`src/rtl/neuron_layer_seq.sv`:
```
// neuron_layer_seq: time-multiplexes one shared 9-input neuron datapath across a layer of neurons
module neuron_layer_seq #(
    parameter int WIDTH       = 32,
    parameter int NUM_NEURONS = 4,
    parameter int ADDR_W      = 8,
    parameter int IDX_W       = 2
) (
    input  logic                 clk,
    input  logic                 rst,
    input  logic                 start,
    input  logic [9*WIDTH-1:0]   act_in,
    output logic                 busy,
    output logic                 done,
    output logic                 wmem_en,
    output logic [ADDR_W-1:0]    wmem_addr,
    input  logic [WIDTH-1:0]     wmem_data,
    output logic [9*WIDTH-1:0]   nrn_a,
    output logic [9*WIDTH-1:0]   nrn_w,
    output logic [WIDTH-1:0]     nrn_b,
    input  logic [WIDTH-1:0]     nrn_y,
    output logic                 out_valid,
    input  logic                 out_ready,
    output logic [WIDTH-1:0]     out_data,
    output logic [IDX_W-1:0]     out_idx
);
    typedef enum logic [2:0] {IDLE, FETCH, LAST, EVAL, OUT} state_t;

    state_t            state;
    logic [ADDR_W-1:0] base;
    logic [3:0]        j;
    logic [IDX_W-1:0]  k;

    assign busy      = state != IDLE;
    assign wmem_en   = state == FETCH;
    assign wmem_addr = base + ADDR_W'(j);

    // Layer sequencer; weights shift in from the top so w_1 lands in the lowest slot after nine captures
    always_ff @(posedge clk or posedge rst) begin
        if (rst) begin
            state     <= IDLE;
            base      <= '0;
            j         <= '0;
            k         <= '0;
            done      <= 1'b0;
            nrn_a     <= '0;
            nrn_w     <= '0;
            nrn_b     <= '0;
            out_valid <= 1'b0;
            out_data  <= '0;
            out_idx   <= '0;
        end else begin
            done <= 1'b0;
            case (state)
                IDLE: if (start) begin
                    nrn_a <= act_in;
                    k     <= '0;
                    base  <= '0;
                    j     <= '0;
                    state <= FETCH;
                end
                FETCH: begin
                    if (j != 4'd0) nrn_w <= {wmem_data, nrn_w[9*WIDTH-1:WIDTH]};
                    j     <= (j == 4'd9) ? 4'd0 : j + 4'd1;
                    state <= (j == 4'd9) ? LAST : FETCH;
                end
                LAST: begin
                    nrn_b <= wmem_data;
                    state <= EVAL;
                end
                EVAL: begin
                    out_data  <= nrn_y;
                    out_idx   <= k;
                    out_valid <= 1'b1;
                    state     <= OUT;
                end
                OUT: if (out_ready) begin
                    out_valid <= 1'b0;
                    if (k == IDX_W'(NUM_NEURONS - 1)) begin
                        done  <= 1'b1;
                        state <= IDLE;
                    end else begin
                        k     <= k + 1'b1;
                        base  <= base + ADDR_W'(10);
                        j     <= '0;
                        state <= FETCH;
                    end
                end
                default: state <= IDLE;
            endcase
        end
    end
endmodule

```
`config.mk`:
```
export PLATFORM = sky130hd
export DESIGN_NAME = neuron_layer_seq
export DESIGN_NICKNAME = d
export VERILOG_FILES = /design/src/rtl/neuron_layer_seq.sv
export SDC_FILE = /design/constraint.sdc
export NUM_CORES = 1
export LEC_CHECK = 0
export BUFFER_PORTS_ARGS = -buffer_cell sky130_fd_sc_hd__buf_2
export CAP_MARGIN = 25
export CORE_AREA = 5 5 387 389
export DETAILED_ROUTE_END_ITERATION = 10
export DIE_AREA = 0 0 392 394
export PLACE_DENSITY = 0.43
export SETUP_SLACK_MARGIN = 0.5
export SYNTH_ARGS = -nofsm -noshare
export SYNTH_HDL_FRONTEND = slang
export SYNTH_SLANG_ARGS = --single-unit
```
`constraint.sdc`:
```
create_clock -name clk -period 53.5 [get_ports clk]
set_clock_uncertainty 0.05 [all_clocks]
set_input_delay 0 -clock clk [delete_from_list [all_inputs] [get_ports clk]]
set_output_delay 0 -clock clk [all_outputs]
set_load 0.05 [all_outputs]
```
==> metrics.md, run 1 <==
| Metric | Value |
|---|---|
| Outcome | complete, no violations |
| CP required | 53990 ps |
| Reg-to-reg slack, setup | 48500 ps |
| Die area | 154000 sq um |
| Syn nets | 2445 |
| Yosys warns | 0 |
| Initial DRT Pass Iterations | 5 |
| Core region area | 146000 sq um |
| Post-CTS setup buffer count | 0 |
| GRT Residual Overflow | 0 |
| Number of H-tree levels | 3 |
| Syn Inst Count | 2081 |
| Crit path launch type | flip-flop |
| First DRT Iteration DRCs | 1070 |
| Clk Latency, worst-skew pair | 670 ps |
| Hold WC Path Type | in -> reg |
| Total GRT Usage | 13.5% |
| Slew headroom | 31.9% |
| CTS tree | yes |
| Initial antenna violation count | 9 |
| Reg2reg start | state[2] |
| Slowest cell on crit path | buf_4 |
| Final hold violation count | 0 |
| Die Ht | 394 microns |
| Die X | 392 microns |
| Slowest stage delay, CP | 900 ps |
| Via density | 3.79 |
| Routed Antenna Nets | 0 |
| Max Fclk | 200 MHz |
| Routed wire length | 108000 microns |
| Post-synth EDFFs | 0 |
| Clock sinks | 660 |
| Vias in the first global route | 23.4k |
| First-pass GRT wire length | 157000 microns |
| Crit path DAT | 5490 ps |
| Num CTS Buffers | 81 |
| Final setup viols | 0 |
| Worst setup path end | nrn_w[185] |
| Worst-path clk slew | 60 ps |
| Cells along the critical path | or3b_1, a21oi_4, buf_4, buf_4, buf_4, buf_4, mux2_2 |
| Slew Limit Fails | 0 |
| Maxcap violations | 0 |
| Post-Syn Area | 25000 sq um |
| CP most frequent cell | buf_4 |
| CTS Root Cell | clkbuf_16 |
| Row Count | 141 |
| Routability Congestion | 0.839 |
| Worst setup path start | state[2] |
| Sequential share of the synthesized area | 66.1% |
| Cell variety after synth | 33 |
| Largest net degree at the start of global routing | 151 |
| DR DRC count | 0 |
| Initial Util | 17.1% |
| Final Cycle Share | 9.34% |
| IO buf count | 1009 |
| Filler cells | 15.2k |
| DP HPWL | 77500 microns |
| Worst-path maximum fanout | 78 |
| Routed len/inst | 18.6 microns |
| RSZ-0062 raised after global routing | no |
| Hold Path Depth | 4 |
| # IOs | 1010 |
| Final net count | 4152 |
| CTS Buffer Depth | 3 |
| Tmin final | 5000 ps |
| FF-to-FF End | nrn_w[185] |
| Worst-margin pin slew | 1020 ps |
| Worst R2R Path Depth | 7 |
| Post-synth ARST share | 100% |
| Via count | 21.9k |
| Synthesis-stage register bit count | 660 |
| Syn avg cell area | 12.0 sq um |
| Synthesis-to-finish area growth | 67.4% |
| TNS Setup | 0 ps |
| Crit end category | flip-flop |
| Synth Flop Type | dfrtp_1 |
| Layout cells sized above 1 | 39.4% |
| Critical path class | reg -> reg |
-- area by class of cell --
cell class / count / area (sq um) / share of cell area, %
Clock buffer: 117 / 2360 / 5.65
Multi-Input combinational cell: 1307 / 7840 / 18.7
Timing Repair Buffer: 1731 / 12300 / 29.3
Tap cell: 1930 / 2410 / 5.77
Antenna cell: 5 / 12.5 / 0.0299
Sequential cell: 660 / 16500 / 39.5
Inverter: 7 / 33.8 / 0.0808
Clock inverter: 27 / 384 / 0.918
-- layout by cell type (no fill, tap or decap), types with 2 or more instances in the layout --
master / count
buf_2: 1009
nand2_1: 877
dlygate4sd3_1: 701
dfrtp_1: 660
mux2_2: 354
clkbuf_16: 81
clkbuf_8: 20
buf_4: 18
clkbuf_1: 16
clkinv_2: 11
nor2_1: 10
o21ai_0: 9
ha_1: 8
inv_1: 6
inv_6: 6
diode_2: 5
a21oi_1: 5
xor2_1: 5
bufinv_16: 5
xnor2_1: 4
nor3_1: 3
nand3_1: 3
nand2b_1: 3
nand3b_1: 3
or4_1: 3
clkinv_16: 3
a21o_1: 2
a2111oi_0: 2
a32o_1: 2
o211ai_1: 2
o31ai_1: 2
buf_12: 2
-- how the worst min path moves through the flow --
stage                        startpoint           end  slack [ps]
after CTS                 wmem_data[24]    nrn_w[280]         0.6
after global routing          nrn_y[20]  out_data[20]          40
after detailed placement     act_in[58]     nrn_a[58]         140
final                        act_in[27]     nrn_a[27]          90
after global placement      act_in[142]    nrn_a[142]         140
after floorplan               act_in[0]      nrn_a[0]          60
-- kinds of logic (layout without fill, tap and decap cells) --
| family | Yosys count | after routing | share of synthesized area [%] |
|---|---|---|---|
| and+or+nand+nor | 908 | 908 | 13.9 |
| DFF | 660 | 660 | 66.1 |
| muxes | 354 | 354 | 16.0 |
| buffers and inverters | 114 | 1882 | 2.60 |
| AOI/OAI and AO/OA | 28 | 28 | 0.776 |
| xor gates and xnor gates | 9 | 9 | 0.315 |
| adders and majority gates | 8 | 8 | 0.401 |
| other | 0 | 5 | 0 |
-- metrics by stage --
step                hold slack, ps  cell area, sq um  utilization, %  instances  setup WS [ps]
finish                        86.8             41800            28.6       5784          48500
floorplan                     55.4             25000               -       2081          34950
global placement               138             32000            21.9       4933          48510
detailed placement             142             32000            21.9       4933          48510
global route                  39.2             41800            28.6       5783          48260
CTS                          0.561             41800            28.5       5778          48470
-- flip-flops by register name (all words and copies together) (netlist names) --
name and count:
base 7, done 1, j 4, k 2, nrn_a 288, nrn_b 32
nrn_w 288, out_data 32, out_idx 2, out_valid 1, state 3
-- synth_stat cells (3+ instances only) --
library cell | count | share of area, %
dfrtp_1 | 660 | 66
mux2_2 | 354 | 16
buf_4 | 6 | 0.18
nor3_1 | 3 | 0.060
nor2_1 | 10 | 0.15
o21ai_0 | 9 | 0.18
xnor2_1 | 4 | 0.14
nand3_1 | 3 | 0.060
nand3b_1 | 3 | 0.090
inv_1 | 7 | 0.11
or4_1 | 3 | 0.090
buf_6 | 20 | 0.90
ha_1 | 8 | 0.40
clkbuf_1 | 42 | 0.63
nand2_1 | 878 | 13
nand2b_1 | 3 | 0.075
buf_2 | 39 | 0.78
xor2_1 | 5 | 0.18
a21oi_1 | 5 | 0.10
-- what timing repair did --
action	4_1_cts	5_1_grt
gates resized for setup	0	0
hold endpoints to repair	507	0
hold buffers	701	0
-- layer usage --
metal / vias up / track usage (%) / wire, microns
met5: - / 0 / 0
met1: 10879 / 16.3 / 44500
met4: 0 / 5.87 / 4160
met3: 170 / 4.01 / 7820
li1: 10167 / - / -
met2: 696 / 22.3 / 51200
-- worst max-delay path: cells and delay by family, from the launching register on --
| family | cells | cell delay, ps |
|---|---|---|
| AOI/OAI and AO/OA | 1 | 160 |
| buffers and inverters | 4 | 2950 |
| DFF | 1 | 530 |
| muxes | 1 | 420 |
| and+or+nand+nor | 1 | 540 |
Power of run 1 is not shown: default switching activity piles up to over one toggle a cycle in this logic, so the estimate is an artifact.
==> run 2, diff against run 1 <==
--- a/config.mk
+++ b/config.mk
@@ -5,12 +5,13 @@
 export SDC_FILE = /design/constraint.sdc
 export NUM_CORES = 1
 export LEC_CHECK = 0
+export ABC_AREA = 1
 export BUFFER_PORTS_ARGS = -buffer_cell sky130_fd_sc_hd__buf_2
 export CAP_MARGIN = 25
-export CORE_AREA = 5 5 387 389
+export CORE_AREA = 5 5 384 386
 export DETAILED_ROUTE_END_ITERATION = 10
-export DIE_AREA = 0 0 392 394
-export PLACE_DENSITY = 0.43
+export DIE_AREA = 0 0 389 391
+export PLACE_DENSITY = 0.45
 export SETUP_SLACK_MARGIN = 0.5
 export SYNTH_ARGS = -nofsm -noshare
 export SYNTH_HDL_FRONTEND = slang
==> constraint.sdc (replaced) <==
create_clock -name clk -period 4.4 [get_ports clk]
set_clock_uncertainty 0.05 [all_clocks]
set_input_delay 0 -clock clk [delete_from_list [all_inputs] [get_ports clk]]
set_output_delay 0 -clock clk [all_outputs]
set_load 0.05 [all_outputs]
==> metrics.md, run 2 <==
| Metric | Value |
|---|---|
| Die Ht | 391 microns (-0.76%) |
| DP HPWL | 85600 microns (+10%) |
| Post-synth ARST share | 100% (unchanged) |
| Initial DRT Pass Iterations | 5 (unchanged) |
| Die area | 152000 sq um (-1.5%) |
| CTS Buffer Depth | 3 (unchanged) |
| Hold WC Path Type | in -> reg |
| Routed wire length | 119000 microns (+10%) |
| Most common library cells after synthesis | 1097 x nand2_1, 660 x dfrtp_1, 496 x nand3_1 |
| CTS Root Cell | clkbuf_16 |
| Most frequent cells in the layout | 1096 x nand2_1, 1009 x buf_2, 660 x dfrtp_1 |
| Die X | 389 microns (-0.77%) |
| Cell variety after synth | 27 (-18%) |
| Worst-path clk slew | 60 ps (about the same) |
| Tmin final | 3050 ps |
| Largest family of logic cells by synthesized area | simple AND/OR/NAND/NOR gates |
| Post-synth EDFFs | 0 (unchanged) |
| Number of H-tree levels | 3 (unchanged) |
| Crit path launch type | flip-flop |
| CP delay by family, top | buffers and inverters |
| Cells along the critical path | inv_2, nand3_1, inv_6, buf_12, buf_2 |
| Commonest non-fill, non-tap cell in the layout | nand2_1 |
| Crit end category | primary output |
| DR DRC count | 0 (unchanged) |
| Total GRT Usage | 14.9% (+1.4 points) |
| Slowest cell on crit path | dfrtp_1 |
| Biggest regs | nrn_a: 288 flops, nrn_w: 288 flops |
| Largest net degree at the start of global routing | 173 (+15%) |
| Syn avg cell area | 9.31 sq um (-22%) |
| First DRT Iteration DRCs | 1738 (+62%) |
| Row Count | 139 (-1.4%) |
| Finished Layout Cells | 6140 (+6.2%) |
| Vias in the first global route | 25.1k (+7.3%) |
| Routability Congestion | 0.895 (+6.6%) |
| Outcome | complete, no violations |
| # IOs | 1010 (unchanged) |
| Via count | 24.7k (+13%) |
| Yosys top cell area share | 63.8% (-2.3 points) |
| Syn nets | 3145 (+29%) |
| Via density | 4.03 (+6.2%) |
| IO buf count | 1009 (unchanged) |
| Layout cells sized above 1 | 28.7% (-11 points) |
| Initial antenna violation count | 9 (unchanged) |
| DP Area | 32900 sq um (+2.8%) |
| Post-synthesis mux area share | 1.43% (-15 points) |
| Worst-margin pin slew | 1120 ps (+98.5 ps) |
| Routed len/inst | 19.3 microns (+3.7%) |
| Simple-gate portion of the synthesized area | 26.6% (+13 points) |
| Critical path class | reg -> out |
| Slowest stage delay, CP | 470 ps (-430 ps) |
| Synthesis-stage register bit count | 660 (unchanged) |
| Final Cycle Share | 69.3% |
| Synth Flop Type | dfrtp_1 |
| Clock sinks | 660 (unchanged) |
| Num CTS Buffers | 81 (unchanged) |
| Final net count | 4536 (+9.2%) |
| Most frequent cell after synthesis | nand2_1 |
| Slew Limit Fails | 0 (unchanged) |
| Filler cells | 15.2k (+0.16%) |
| Final setup viols | 0 (unchanged) |
| Core region area | 143000 sq um (-2.2%) |
| Yosys warns | 0 (unchanged) |
| Slew headroom | 25.3% (-6.6 points) |
| First-pass GRT wire length | 173000 microns (+9.9%) |
| Post-CTS setup buffer count | 0 (unchanged) |
| Worst-path maximum fanout | 172 (+120%) |
| Final hold violation count | 0 (unchanged) |
| RSZ-0062 raised after global routing | no |
| Initial Util | 18.1% (+1.0 points) |
| Adder-Cell Fraction of Synth Area | 0.386% (-0.014 points) |
| Post-synthesis xor/xnor area fraction | 0.237% (-0.079 points) |
| Crit path DAT | 3000 ps (-2490 ps) |
| Maxcap violations | 0 (unchanged) |
| CTS resizes | 0 (unchanged) |
| Placed insts | 5538 (+12%) |
| Sequential share of the synthesized area | 63.8% (-2.3 points) |
| Post-Syn Area | 25900 sq um (+3.7%) |
| CP required | 4350 ps (-49640 ps) |
| Synthesis-to-finish area growth | 54.6% |
| Largest area contributor in the netlist | dfrtp_1 |
| Final instance area | 40100 sq um (-4.2%) |
| Routed Antenna Nets | 0 (unchanged) |
| Max Fclk | 328 MHz |
| Syn Inst Count | 2781 (+34%) |
| Area contributors post-synth | dfrtp_1 64%, nand2_1 16%, nand3_1 9.6% |
| Compound-cell area share of the yosys netlist | 2.85% (+2.1 points) |
| CTS tree | yes |
| WP buf/inv | 4 (unchanged) |
| Clk Latency, worst-skew pair | 660 ps (about the same) |
| GRT Residual Overflow | 0 (unchanged) |
==> run 2: cell count changes in the layout (fill, tap and decap cells not counted), sizes merged, moves of 31 or more <==
cell and change:
mux2 -321, inv +79, nor2 +31, nand2 +223, nand3 +495, o21ai +102
dlygate4sd3 -247
==> run 2: cell type report <==
cell class	count	area (sq um)	share of cell area, %
antenna	6	15.0	0.0375
multi-input combinational	1841	8190	20.5
clock buffer	118	2340	5.84
timing repair buffer	1499	10000	25.1
inverter	89	343	0.856
clock inverter	24	230	0.575
sequential	660	16500	41.2
tap	1903	2380	5.94
==> run 2: worst register-to-register path, delay by kind of cell, from the launching register on <==
kind / cells / cell delay [ps]
buf+inv: 1 / 510
flops: 1 / 440
simple gates: 5 / 1720
==> run 2: path summary, 6_finish.rpt <==
kind	to	slack (ps)	depth (start not counted)	startpoint
min in group asynchronous	nrn_a[164]	560	4	rst
hold reg to reg	nrn_a[235]	410	2	nrn_a[235]
max in group asynchronous	nrn_a[170]	2480	6	rst
hold / removal	nrn_a[21]	70	4	act_in[21]
setup / recovery	wmem_en	1350	5	state[2]
setup reg to reg	nrn_a[194]	1610	6	state[0]
==> run 2: kinds of logic (layout without fill, tap and decap cells) <==
kind of cell               Yosys count  in the layout
AOI/OAI and AO/OA                  146            146
and+or+nand+nor                   1647           1647
buffers and inverters              280           1730
other                                0              6
xor gates and xnor gates             7              7
muxes                               33             33
adders and majority gates            8              8
DFF                                660            660
==> run 2: what timing repair did <==
item	4_1_cts	5_1_grt
endpoints found under the hold margin	481	0
hold buffers	454	0
setup endpoints to repair	0	0
==> run 2: through the flow <==
step | TNS [ps] | setup WS (ps) | hold slack (ps) | util, %
floorplan | -3083840 | -4670 | 94.6 | -
global placement | 0 | 1680 | 131 | 23.0
detailed placement | 0 | 1640 | 151 | 23.0
CTS | 0 | 1350 | 0.243 | 28.0
global route | 0 | 1190 | 18.0 | 28.0
finish | 0 | 1350 | 74.2 | 28.0
==> run 2: per-layer routing <==
metal	share of wire (%)	routed length (microns)	GRT usage, %	up-vias
met3	7.3	8660	4.52	197
li1	-	-	-	11724
met4	3.5	4160	4.99	8
met2	47	55600	24.2	793
met1	42	50000	18.9	11992
met5	0.043	51	0	-
Power of run 2 is left out for the same reason.
==> run 3, diff against run 2 <==
==> constraint.sdc (replaced) <==
create_clock -name clk -period 2.7 [get_ports clk]
set_clock_uncertainty 0.05 [all_clocks]
set_input_delay 0 -clock clk [delete_from_list [all_inputs] [get_ports clk]]
set_output_delay 0 -clock clk [all_outputs]
set_load 0.05 [all_outputs]
==> metrics.md, run 3 (same netlist as run 2, synthesis figures left out) <==
| Metric | Value |
|---|---|
| Outcome | complete, no violations |
| Routing usage on met1 | 19.2% (+0.31 points) |
| CP required | 2650 ps (-1700 ps) |
| Routability Congestion | 0.859 (-4.0%) |
| Number of H-tree levels | 3 (unchanged) |
| DR DRC count | 0 (unchanged) |
| Reg2reg start | state[0] |
| Vias in the first global route | 25.7k (+2.3%) |
| First-pass GRT wire length | 176000 microns (+2.2%) |
| Commonest non-fill, non-tap cell in the layout | nand2_1 |
| Synthesis-to-finish area growth | 60.2% |
| CP delay by family, top | flip-flops |
| Grt met2 use | 24.8% (+0.61 points) |
| Crit path DAT | 2180 ps (-820 ps) |
| Initial antenna violation count | 8 (-1) |
| Routed Antenna Nets | 0 (unchanged) |
| Min-Delay Endpoint | nrn_a[57] |
| Via count | 25.4k (+2.7%) |
| Via density | 4.08 (+1.4%) |
| Crit end category | primary output |
| IO buf count | 1009 (unchanged) |
| Final setup viols | 0 (unchanged) |
| CTS Buffer Depth | 3 (unchanged) |
| Worst slack, placed | 553 ps (-1090 ps) |
| GRT Residual Overflow | 0 (unchanged) |
| Slowest cell on crit path | dfrtp_1 |
| First DRT Iteration DRCs | 1746 (+0.46%) |
| Hold Startpoint | act_in[57] |
| Worst-path clk slew | 60 ps (about the same) |
| Reg-to-reg slack, setup | 630 ps (-980 ps) |
| Clk Latency, worst-skew pair | 670 ps (about the same) |
| Core region area | 143000 sq um (unchanged) |
| Initial DRT Pass Iterations | 5 (unchanged) |
| Max Fclk | 448 MHz |
| Crit path launch type | flip-flop |
| WP buf/inv | 1 (-3) |
| Maxcap violations | 0 (unchanged) |
| Num CTS Buffers | 80 (-1.2%) |
| Hold WC Path Type | in -> reg |
| Clock sinks | 660 (unchanged) |
| CTS Root Cell | clkbuf_16 |
| Worst-margin pin slew | 693 ps (-427 ps) |
| Total GRT Usage | 15.2% (+0.33 points) |
| Routed len/inst | 19.6 microns (+1.7%) |
| Final hold violation count | 0 (unchanged) |
| Tmin final | 2230 ps |
| Die X | 389 microns (unchanged) |
| Biggest regs | nrn_a: 288 flops, nrn_w: 288 flops |
| Final setup margin | 470 ps (-883 ps) |
| FF-to-FF End | nrn_a[281] |
| DP HPWL | 88100 microns (+2.9%) |
| RSZ-0062 raised after global routing | yes |
| Layout cells sized above 1 | 30.1% (+1.4 points) |
| Worst R2R Path Depth | 6 (unchanged) |
| Final net count | 4619 (+1.8%) |
| Hold Path Depth | 4 (unchanged) |
| Row Count | 139 (unchanged) |
| CP most frequent cell | nand2_2 |
| Largest net degree at the start of global routing | 132 (-24%) |
| Die Ht | 391 microns (unchanged) |
| Critical path class | reg -> out |
| Worst-path maximum fanout | 3 (-98%) |
| Routed wire length | 122000 microns (+3.1%) |
| Slew Limit Fails | 0 (unchanged) |
| # IOs | 1010 (unchanged) |
| Most frequent cells in the layout | 1091 x nand2_1, 1003 x buf_2, 655 x dfrtp_1 |
| Met3 Usage GRT | 4.21% (-0.30 points) |
| Die area | 152000 sq um (unchanged) |
| Final Cycle Share | 82.6% |
| Slew headroom | 53.8% (+28 points) |
| Initial Util | 18.1% (unchanged) |
| GR peak layer | met2 |
| CTS tree | yes |
| Slowest stage delay, CP | 400 ps (-70 ps) |
| Cells along the critical path | ha_4, nand2_2, nand2_2, a21o_1, nand2_2, xor2_4, buf_8 |
-- run 3: worst max-delay path by stage --
stage	start	to	slack (ps)	cells after the start
2_1_floorplan	rst	base[1]	-6370	1
3_3_place_gp	state[2]	nrn_a[212]	600	8
3_5_place_dp	j[1]	nrn_w[151]	550	6
4_1_cts	j[2]	wmem_addr[5]	330	7
5_1_grt	j[2]	wmem_addr[5]	350	7
6_report	base[2]	wmem_addr[5]	470	7
-- run 3: final cells by class --
cell class	count	area, sq um
fill	15154	102000
sequential	660	16500
timing repair buffer	1581	11100
multi-input combinational	1843	8300
tap	1903	2380
clock buffer	111	2310
clock inverter	32	492
inverter	89	345
antenna	2	5.00
-- run 3: metrics by stage --
step | TNS (ps) | area [sq um] | hold WS [ps] | utilization, % | cells
finish | 0 | 41500 | 52.1 | 29.0 | 6221
global route | 0 | 41500 | 26.1 | 29.0 | 6221
CTS | 0 | 41200 | 0.0202 | 28.8 | 6203
detailed placement | 0 | 33400 | 68.2 | 23.3 | 5571
global placement | 0 | 33400 | 63.4 | 23.3 | 5571
floorplan | -4205840 | 25900 | 94.6 | - | 2781
-- run 3: tightest hold or removal path, cell delays in order --
cell and delay, ps:
dlygate4sd3_1 530, buf_2 100, nand3_1 60, nand2_1 60
-- run 3: repair_timing --
action | 4_1_cts | 5_1_grt
endpoints found under the hold margin | 746 | 0
setup buffers | 7 | 10
hold buffers | 479 | 0
resized for setup | 30 | 9
gates cloned | 3 | 6
endpoints found under the setup margin | 6 | 233
pin swaps | 4 | 5
-- run 3: metal layers --
| metal | part of all wire [%] | routed length [microns] |
|---|---|---|
| met1 | 41 | 50600 |
| met2 | 47 | 57900 |
| met3 | 7.4 | 8990 |
| met4 | 3.8 | 4680 |
| met5 | 0.011 | 13 |
Power of run 3 is left out for the same reason.
